==> src/rtl/inject_scheduler_pkg.sv <==
// Shared widths, payload types and state encoding for the node injection scheduler.
package inject_scheduler_pkg;

  localparam int unsigned FLIT_CHILD_WIDTH = 85;
  localparam int unsigned VALID_BIT_POS    = 81;
  localparam int unsigned NEW_COMM_WIDTH   = 61;
  localparam int unsigned lg_numprocs      = 4;
  localparam int unsigned DstWidth         = lg_numprocs;
  localparam int unsigned CommTableWidth   = 53;
  localparam int unsigned ContextIdWidth   = 8;
  localparam int unsigned SETTLE_W         = 3;

  typedef logic [FLIT_CHILD_WIDTH-1:0] flit_t;

  localparam flit_t FLIT_VALID_MASK = FLIT_CHILD_WIDTH'(1) << VALID_BIT_POS;

  // Comm-table install word as seen on the node newcomm input.
  typedef struct packed {
    logic [CommTableWidth-1:0] comm_table;
    logic [ContextIdWidth-1:0] context_id;
  } newcomm_t;

  typedef enum logic [1:0] {
    ST_RUN    = 2'd0,
    ST_DRAIN  = 2'd1,
    ST_CONFIG = 2'd2,
    ST_SETTLE = 2'd3
  } state_t;

endpackage

==> src/rtl/inject_scheduler_if.sv <==
// Requester, node-injection and comm-install signals of the injection scheduler.
interface inject_scheduler_if #(
  parameter int unsigned NUM_REQ = 4
);
  import inject_scheduler_pkg::*;

  logic [NUM_REQ-1:0]                  req_valid;
  logic [NUM_REQ*FLIT_CHILD_WIDTH-1:0] req_flit;
  logic [NUM_REQ-1:0]                  req_ready;
  flit_t                               inject_flit;
  logic                                credit_return;
  logic                                cfg_valid;
  newcomm_t                            cfg_data;
  logic                                cfg_ready;
  newcomm_t                            newcomm_out;
  logic                                busy;
  logic                                credit_err;

  modport master (
    output req_valid, req_flit, credit_return, cfg_valid, cfg_data,
    input  req_ready, inject_flit, cfg_ready, newcomm_out, busy, credit_err
  );

  modport slave (
    input  req_valid, req_flit, credit_return, cfg_valid, cfg_data,
    output req_ready, inject_flit, cfg_ready, newcomm_out, busy, credit_err
  );

endinterface

==> src/rtl/inject_scheduler_rr_arbiter.sv <==
// Round-robin arbiter: first requester at or after ptr wins, wrapping modulo NUM_REQ.
module rr_arbiter #(
  parameter int unsigned NUM_REQ = 4
) (
  input  logic [NUM_REQ-1:0]         req,
  input  logic [$clog2(NUM_REQ)-1:0] ptr,
  input  logic                       en,
  output logic [NUM_REQ-1:0]         grant,
  output logic [$clog2(NUM_REQ)-1:0] winner
);

  localparam int unsigned PTR_W = $clog2(NUM_REQ);

  logic        found;
  logic [31:0] idx;

  always_comb begin
    found  = 1'b0;
    winner = '0;
    idx    = '0;
    for (int k = 0; k < NUM_REQ; k++) begin
      idx = (32'(ptr) + 32'(k)) % NUM_REQ;
      if (!found && req[PTR_W'(idx)]) begin
        found  = 1'b1;
        winner = PTR_W'(idx);
      end
    end
  end

  assign grant = (en && found) ? (NUM_REQ'(1) << winner) : '0;

endmodule

==> src/rtl/inject_scheduler.sv <==
// Shares one node injection port among NUM_REQ requesters with credit flow control,
// and quiesces/drains injection around each comm-table install.
module inject_scheduler
  import inject_scheduler_pkg::*;
#(
  parameter int unsigned NUM_REQ    = 4,
  parameter int unsigned CREDITS    = 4,
  parameter int unsigned CFG_SETTLE = 2
) (
  input logic               clk,
  input logic               rst,
  inject_scheduler_if.slave bus
);

  localparam int unsigned PTR_W = $clog2(NUM_REQ);
  localparam int unsigned CNT_W = $clog2(CREDITS + 1);
  localparam logic [CNT_W-1:0] CREDITS_MAX = CNT_W'(CREDITS);

  state_t                state;
  logic [PTR_W-1:0]      ptr;
  logic [PTR_W-1:0]      winner;
  logic [NUM_REQ-1:0]    grant;
  logic                  grant_en;
  logic                  grant_any;
  logic [CNT_W-1:0]      credits;
  logic [SETTLE_W-1:0]   settle;
  flit_t                 flits [NUM_REQ];
  flit_t                 inject_q;
  newcomm_t              newcomm_q;
  logic                  cfg_ready_q;
  logic                  busy_q;
  logic                  credit_err_q;

  for (genvar g = 0; g < NUM_REQ; g++) begin : g_unpack
    assign flits[g] = bus.req_flit[g*FLIT_CHILD_WIDTH +: FLIT_CHILD_WIDTH];
  end

  // A pending install beats any same-cycle request; reset forces ready low.
  assign grant_en = !rst && (state == ST_RUN) && !bus.cfg_valid && (credits != '0);

  rr_arbiter #(.NUM_REQ(NUM_REQ)) u_arb (
    .req    (bus.req_valid),
    .ptr    (ptr),
    .en     (grant_en),
    .grant  (grant),
    .winner (winner)
  );

  assign grant_any = |grant;

  always_ff @(posedge clk or posedge rst) begin
    if (rst) begin
      state        <= ST_RUN;
      ptr          <= '0;
      credits      <= CREDITS_MAX;
      settle       <= '0;
      inject_q     <= '0;
      newcomm_q    <= '0;
      cfg_ready_q  <= 1'b0;
      busy_q       <= 1'b0;
      credit_err_q <= 1'b0;
    end else begin
      inject_q    <= grant_any ? (flits[winner] | FLIT_VALID_MASK) : '0;
      cfg_ready_q <= 1'b0;

      if (grant_any) begin
        ptr <= (winner == PTR_W'(NUM_REQ - 1)) ? '0 : winner + PTR_W'(1);
      end

      // Grant and return in the same cycle cancel out.
      case ({grant_any, bus.credit_return})
        2'b10: credits <= credits - CNT_W'(1);
        2'b01: begin
          if (credits == CREDITS_MAX) credit_err_q <= 1'b1;
          else                        credits      <= credits + CNT_W'(1);
        end
        default: ;
      endcase

      case (state)
        ST_RUN: begin
          if (bus.cfg_valid) begin
            state  <= ST_DRAIN;
            busy_q <= 1'b1;
          end
        end
        ST_DRAIN: begin
          if (credits == CREDITS_MAX) begin
            state       <= ST_CONFIG;
            cfg_ready_q <= 1'b1;
          end
        end
        ST_CONFIG: begin
          newcomm_q <= bus.cfg_data;
          if (CFG_SETTLE == 0) begin
            state  <= ST_RUN;
            busy_q <= 1'b0;
          end else begin
            state  <= ST_SETTLE;
            settle <= SETTLE_W'(CFG_SETTLE);
          end
        end
        ST_SETTLE: begin
          settle <= settle - SETTLE_W'(1);
          if (settle <= SETTLE_W'(1)) begin
            state  <= ST_RUN;
            busy_q <= 1'b0;
          end
        end
        default: state <= ST_RUN;
      endcase
    end
  end

  assign bus.req_ready   = grant;
  assign bus.inject_flit = inject_q;
  assign bus.cfg_ready   = cfg_ready_q;
  assign bus.newcomm_out = newcomm_q;
  assign bus.busy        = busy_q;
  assign bus.credit_err  = credit_err_q;

endmodule

==> src/flat_wrapper.sv <==
// flat-port wrapper written by rule: the top's interface ports become plain ports
module inject_scheduler_flat import inject_scheduler_pkg::*;
#(
  parameter int unsigned NUM_REQ    = 4,
  parameter int unsigned CREDITS    = 4,
  parameter int unsigned CFG_SETTLE = 2
)
  (clk, rst, bus_req_valid, bus_req_flit, bus_credit_return, bus_cfg_valid, bus_cfg_data, bus_req_ready, bus_inject_flit, bus_cfg_ready, bus_newcomm_out, bus_busy, bus_credit_err);
  inject_scheduler_if #(.NUM_REQ(NUM_REQ)) bus_i ();
  input logic clk;
  input logic rst;
  input wire logic [$bits(bus_i.req_valid)-1:0] bus_req_valid;
  input wire logic [$bits(bus_i.req_flit)-1:0] bus_req_flit;
  input wire logic [$bits(bus_i.credit_return)-1:0] bus_credit_return;
  input wire logic [$bits(bus_i.cfg_valid)-1:0] bus_cfg_valid;
  input wire logic [$bits(bus_i.cfg_data)-1:0] bus_cfg_data;
  output wire logic [$bits(bus_i.req_ready)-1:0] bus_req_ready;
  output wire logic [$bits(bus_i.inject_flit)-1:0] bus_inject_flit;
  output wire logic [$bits(bus_i.cfg_ready)-1:0] bus_cfg_ready;
  output wire logic [$bits(bus_i.newcomm_out)-1:0] bus_newcomm_out;
  output wire logic [$bits(bus_i.busy)-1:0] bus_busy;
  output wire logic [$bits(bus_i.credit_err)-1:0] bus_credit_err;
  assign bus_i.req_valid = bus_req_valid;
  assign bus_i.req_flit = bus_req_flit;
  assign bus_i.credit_return = bus_credit_return;
  assign bus_i.cfg_valid = bus_cfg_valid;
  assign bus_i.cfg_data = bus_cfg_data;
  assign bus_req_ready = bus_i.req_ready;
  assign bus_inject_flit = bus_i.inject_flit;
  assign bus_cfg_ready = bus_i.cfg_ready;
  assign bus_newcomm_out = bus_i.newcomm_out;
  assign bus_busy = bus_i.busy;
  assign bus_credit_err = bus_i.credit_err;
  inject_scheduler #(.NUM_REQ(NUM_REQ), .CREDITS(CREDITS), .CFG_SETTLE(CFG_SETTLE)) u_core (.clk(clk), .rst(rst), .bus(bus_i));
endmodule
==> config.mk <==
export PLATFORM = sky130hd
export DESIGN_NAME = inject_scheduler_flat
export DESIGN_NICKNAME = d
export VERILOG_FILES = /design/src/rtl/inject_scheduler_pkg.sv /design/src/rtl/inject_scheduler_if.sv /design/src/rtl/inject_scheduler_rr_arbiter.sv /design/src/rtl/inject_scheduler.sv /design/src/flat_wrapper.sv
export SDC_FILE = /design/constraint.sdc
export NUM_CORES = 1
export LEC_CHECK = 0
export ABC_AREA = 1
export CAP_MARGIN = 15
export CORE_AREA = 5 5 215 217
export DETAILED_ROUTE_END_ITERATION = 8
export DIE_AREA = 0 0 220 222
export HOLD_SLACK_MARGIN = 0.12
export SETUP_SLACK_MARGIN = 0.2
export SLEW_MARGIN = 30
export SYNTH_ARGS = -nofsm -noshare
export SYNTH_HDL_FRONTEND = slang
export SYNTH_SLANG_ARGS = --single-unit
==> constraint.sdc <==
create_clock -name clk -period 5.15 [get_ports clk]
set_input_delay 0.7725 -clock clk [delete_from_list [all_inputs] [get_ports clk]]
set_output_delay 0.7725 -clock clk [all_outputs]
set_load 0.01 [all_outputs]
==> out/results.ini <==
[placed_design]
io_buffers=557
gp_congestion=0.8504
dp_hpwl_um=29810
placedCellCount=2098

[die]
core_sq_mm=0.04393
die_w_um=220
ios=562
start_util_pct=19.22
dieArea_sq_mm=0.04884
die_h_um=222
std_cell_rows=77

[synth]
synth_seq_cells=159
synthTopCellsByArea=dfrtp_1 47%, nand2_1 17%, mux2_2 8.1%
synthArstFlopShare_pct=100.0
ys_warn_count=0
syn_area_per_cell_sq_um=8.375
netlist_instances=1008
ys_types=33
synth_edf_count=0
netlist.area_leader.share_pct=46.84
synth_seq_area_share_pct=47.15
syn_nets=1426
synth_ff_type=dfrtp_1
yosysTopAreaCell=dfrtp_1
synth_commonest_cells=384 x nand2_1, 158 x dfrtp_1, 86 x a21oi_1
syn-cell-area_sq_mm=0.008442
synth_most_common_cell=nand2_1

[clock_network]
hold_buffers=0
htree_levels=4
clock_latency_ps=440
root_buffer=clkbuf_16
cts_made_buffers=17
cts_resized=0
cts_tree=yes
clkTransAtPathRegs_ps=60
cts_sinks=159
post_cts_buffers=0
clk_path_buf_depth=2

[worst_setup_path]
slowest_stage=clkdlybuf4s50_1
path_depth=17
path_buf_inv=6
worstPathMaxFanout=37
r2r_start=u_core.ptr[0]$_DFFE_PP0P_
worstSetupStartpointType=input pin
ff2ff_setup_slack_ps=1420
r2r-end=u_core.credits[2]$_DFFE_PP1P_
cpMostUsedCell=nand2_1
cp.arrival_ps=3420
r2r_cells=25
critPathTopFamily=buffers and inverters
cp_cell_sequence=clkdlybuf4s50_1, inv_1, nand2_1, nand2_1, nand2_1, nand2_2, nand2_1, nand2_1, nand2_1, nand2_1, inv_2, nand2_8, inv_6, ha_1, inv_1, nor2_1, clkdlybuf4s50_1
criticalPathCategory=in2out
critical_path.max_stage_delay_ps=560
required_ps=4380
crit_path_end_kind=output port

[sta]
setup_tns_ps=0
slew_headroom_pct=45.13
period_minus_slack_ps=4194
hold_viol_final=0
finalCritPeriodShare_pct=81.43
slew_viol_final=0
fmax_mhz=238.4
tightest_slew_ps=823.1
worst_hold_slack_ps=498.0
finalClockSkew_ps=10.03
setup_violations=0
rsz0062_at_grt=no

[status]
outcome=complete, no violations

[global_route]
grt_pass1_wl_um=56880
grt_max_degree=90
grt_pass1_vias=9596
grt_overflow_total=0
antenna_found_initial=3
grt_util_all_layers_pct=15.11

[final_layout]
area_growth_pct=78.67
final_nets=1943
post-route-util_pct=34.33
drive_gt1_share_pct=7.672
nFillCells=4622
layout.cells.non_filler=2131

[min_path]
hold-path-endpoint=u_core.bus.busy$_DFFE_PP0P_
hold_start=u_core.bus.busy$_DFFE_PP0P_
min_path_cells=2
hold_class=reg2reg

[power]
ir_drop_mv=0.5582
p_leak_nw=6.433
p_per_area_mw_per_mm2=605.4

[drt]
wl_per_cell_um=17.94
wl_um=38230
vias_per_cell=4.262
drtPass1Iterations=5
drc_errors=0
vias=9082
ant_nets=0
drt_iter0_drc=421

[run]
cap_violations=0

-- cell families (layout without fill, tap and decap cells) --
logic type	Yosys count	after routing	synth area share, %
adder cells (fa/ha/maj)	9	9	1.423
AO/OA/AOI/OAI	267	267	18.47
other	0	1	0
multiplexers	61	61	8.137
AND/OR/NAND/NOR	414	414	18.94
XOR/XNOR	1	1	0.1038
buffers and inverters	97	627	5.780
flip-flops	159	159	47.15
-- worst min-delay path, cell delays in order (launching register included) --
cell     delay, ps
dfrtp_1        350
nand2_1         50
o21ai_0         60
-- routing by layer --
metal  part of all wire, %  wire length, um  up-vias  GRT usage [%]
met1                    38            14670     4258          16.86
li1                      -                -     4364              -
met2                    50            19040      421          26.63
met3                   9.7             3719       37          5.517
met4                   2.0              782        2          4.792
met5                 0.034               13        -              0
-- per-stage QoR --
stage | power [mW] | worst slack [ps] | instance area (sq um)
5_1_grt | 9.966 | 715.3 | 15080
2_1_floorplan | 5.880 | 2005 | 8446
6_report | 9.131 | 956.2 | 15080
3_5_place_dp | 7.988 | 757.0 | 14520
3_3_place_gp | 7.897 | 801.5 | 14520
4_1_cts | 9.288 | 948.9 | 15080
-- where the power goes --
group | internal, mW | total (mW) | switching, mW
clock network | 0.675 | 1.25 | 0.571
registers | 1.67 | 1.89 | 0.215
logic | 2.46 | 6.00 | 3.54
total | 4.80 | 9.13 | 4.33
-- how the worst max path moves through the flow --
stage                                          endpoint  slack [ps]              from
after global routing                   bus_req_ready[3]         720  bus_req_valid[3]
after floorplan           u_core.credits[2]$_DFFE_PP1P_        2010  bus_req_valid[2]
after CTS                              bus_req_ready[3]         950  bus_req_valid[2]
after global placement    u_core.credits[2]$_DFFE_PP1P_         800  bus_req_valid[1]
after detailed placement  u_core.credits[2]$_DFFE_PP1P_         760  bus_req_valid[1]
final                                  bus_req_ready[3]         960  bus_req_valid[2]
-- sequential cells by signal (all words and copies together), names as in the netlist, 2 cells and up --
signal,flops
u_core.bus.inject_flit,85
u_core.bus.newcomm_out,61
u_core.credits,3
u_core.settle,3
u_core.ptr,2
u_core.state,2
-- cell usage in the layout (no fill, tap or decap), drive strengths merged, types with 8 or more instances in the layout --
cell type / n
clkdlybuf4s50: 557
nand2: 388
dfrtp: 158
o21ai: 91
a21oi: 86
o21a: 84
mux2: 61
inv: 29
clkbuf: 19
buf: 12
nand3: 10
nor2: 8
ha: 8
-- layout make-up --
| class | instances | area [sq um] | area share [%] |
|---|---|---|---|
| timing repair buffer | 569 | 5690 | 37.73 |
| tap | 592 | 740.7 | 4.911 |
| inverter | 26 | 110.1 | 0.7300 |
| clock inverter | 13 | 128.9 | 0.8544 |
| clock buffer | 19 | 432.9 | 2.870 |
| sequential | 159 | 3980 | 26.39 |
| multi-input combinational | 752 | 3998 | 26.50 |
| antenna | 1 | 2.502 | 0.01659 |
(Power assumes the default switching activity.)
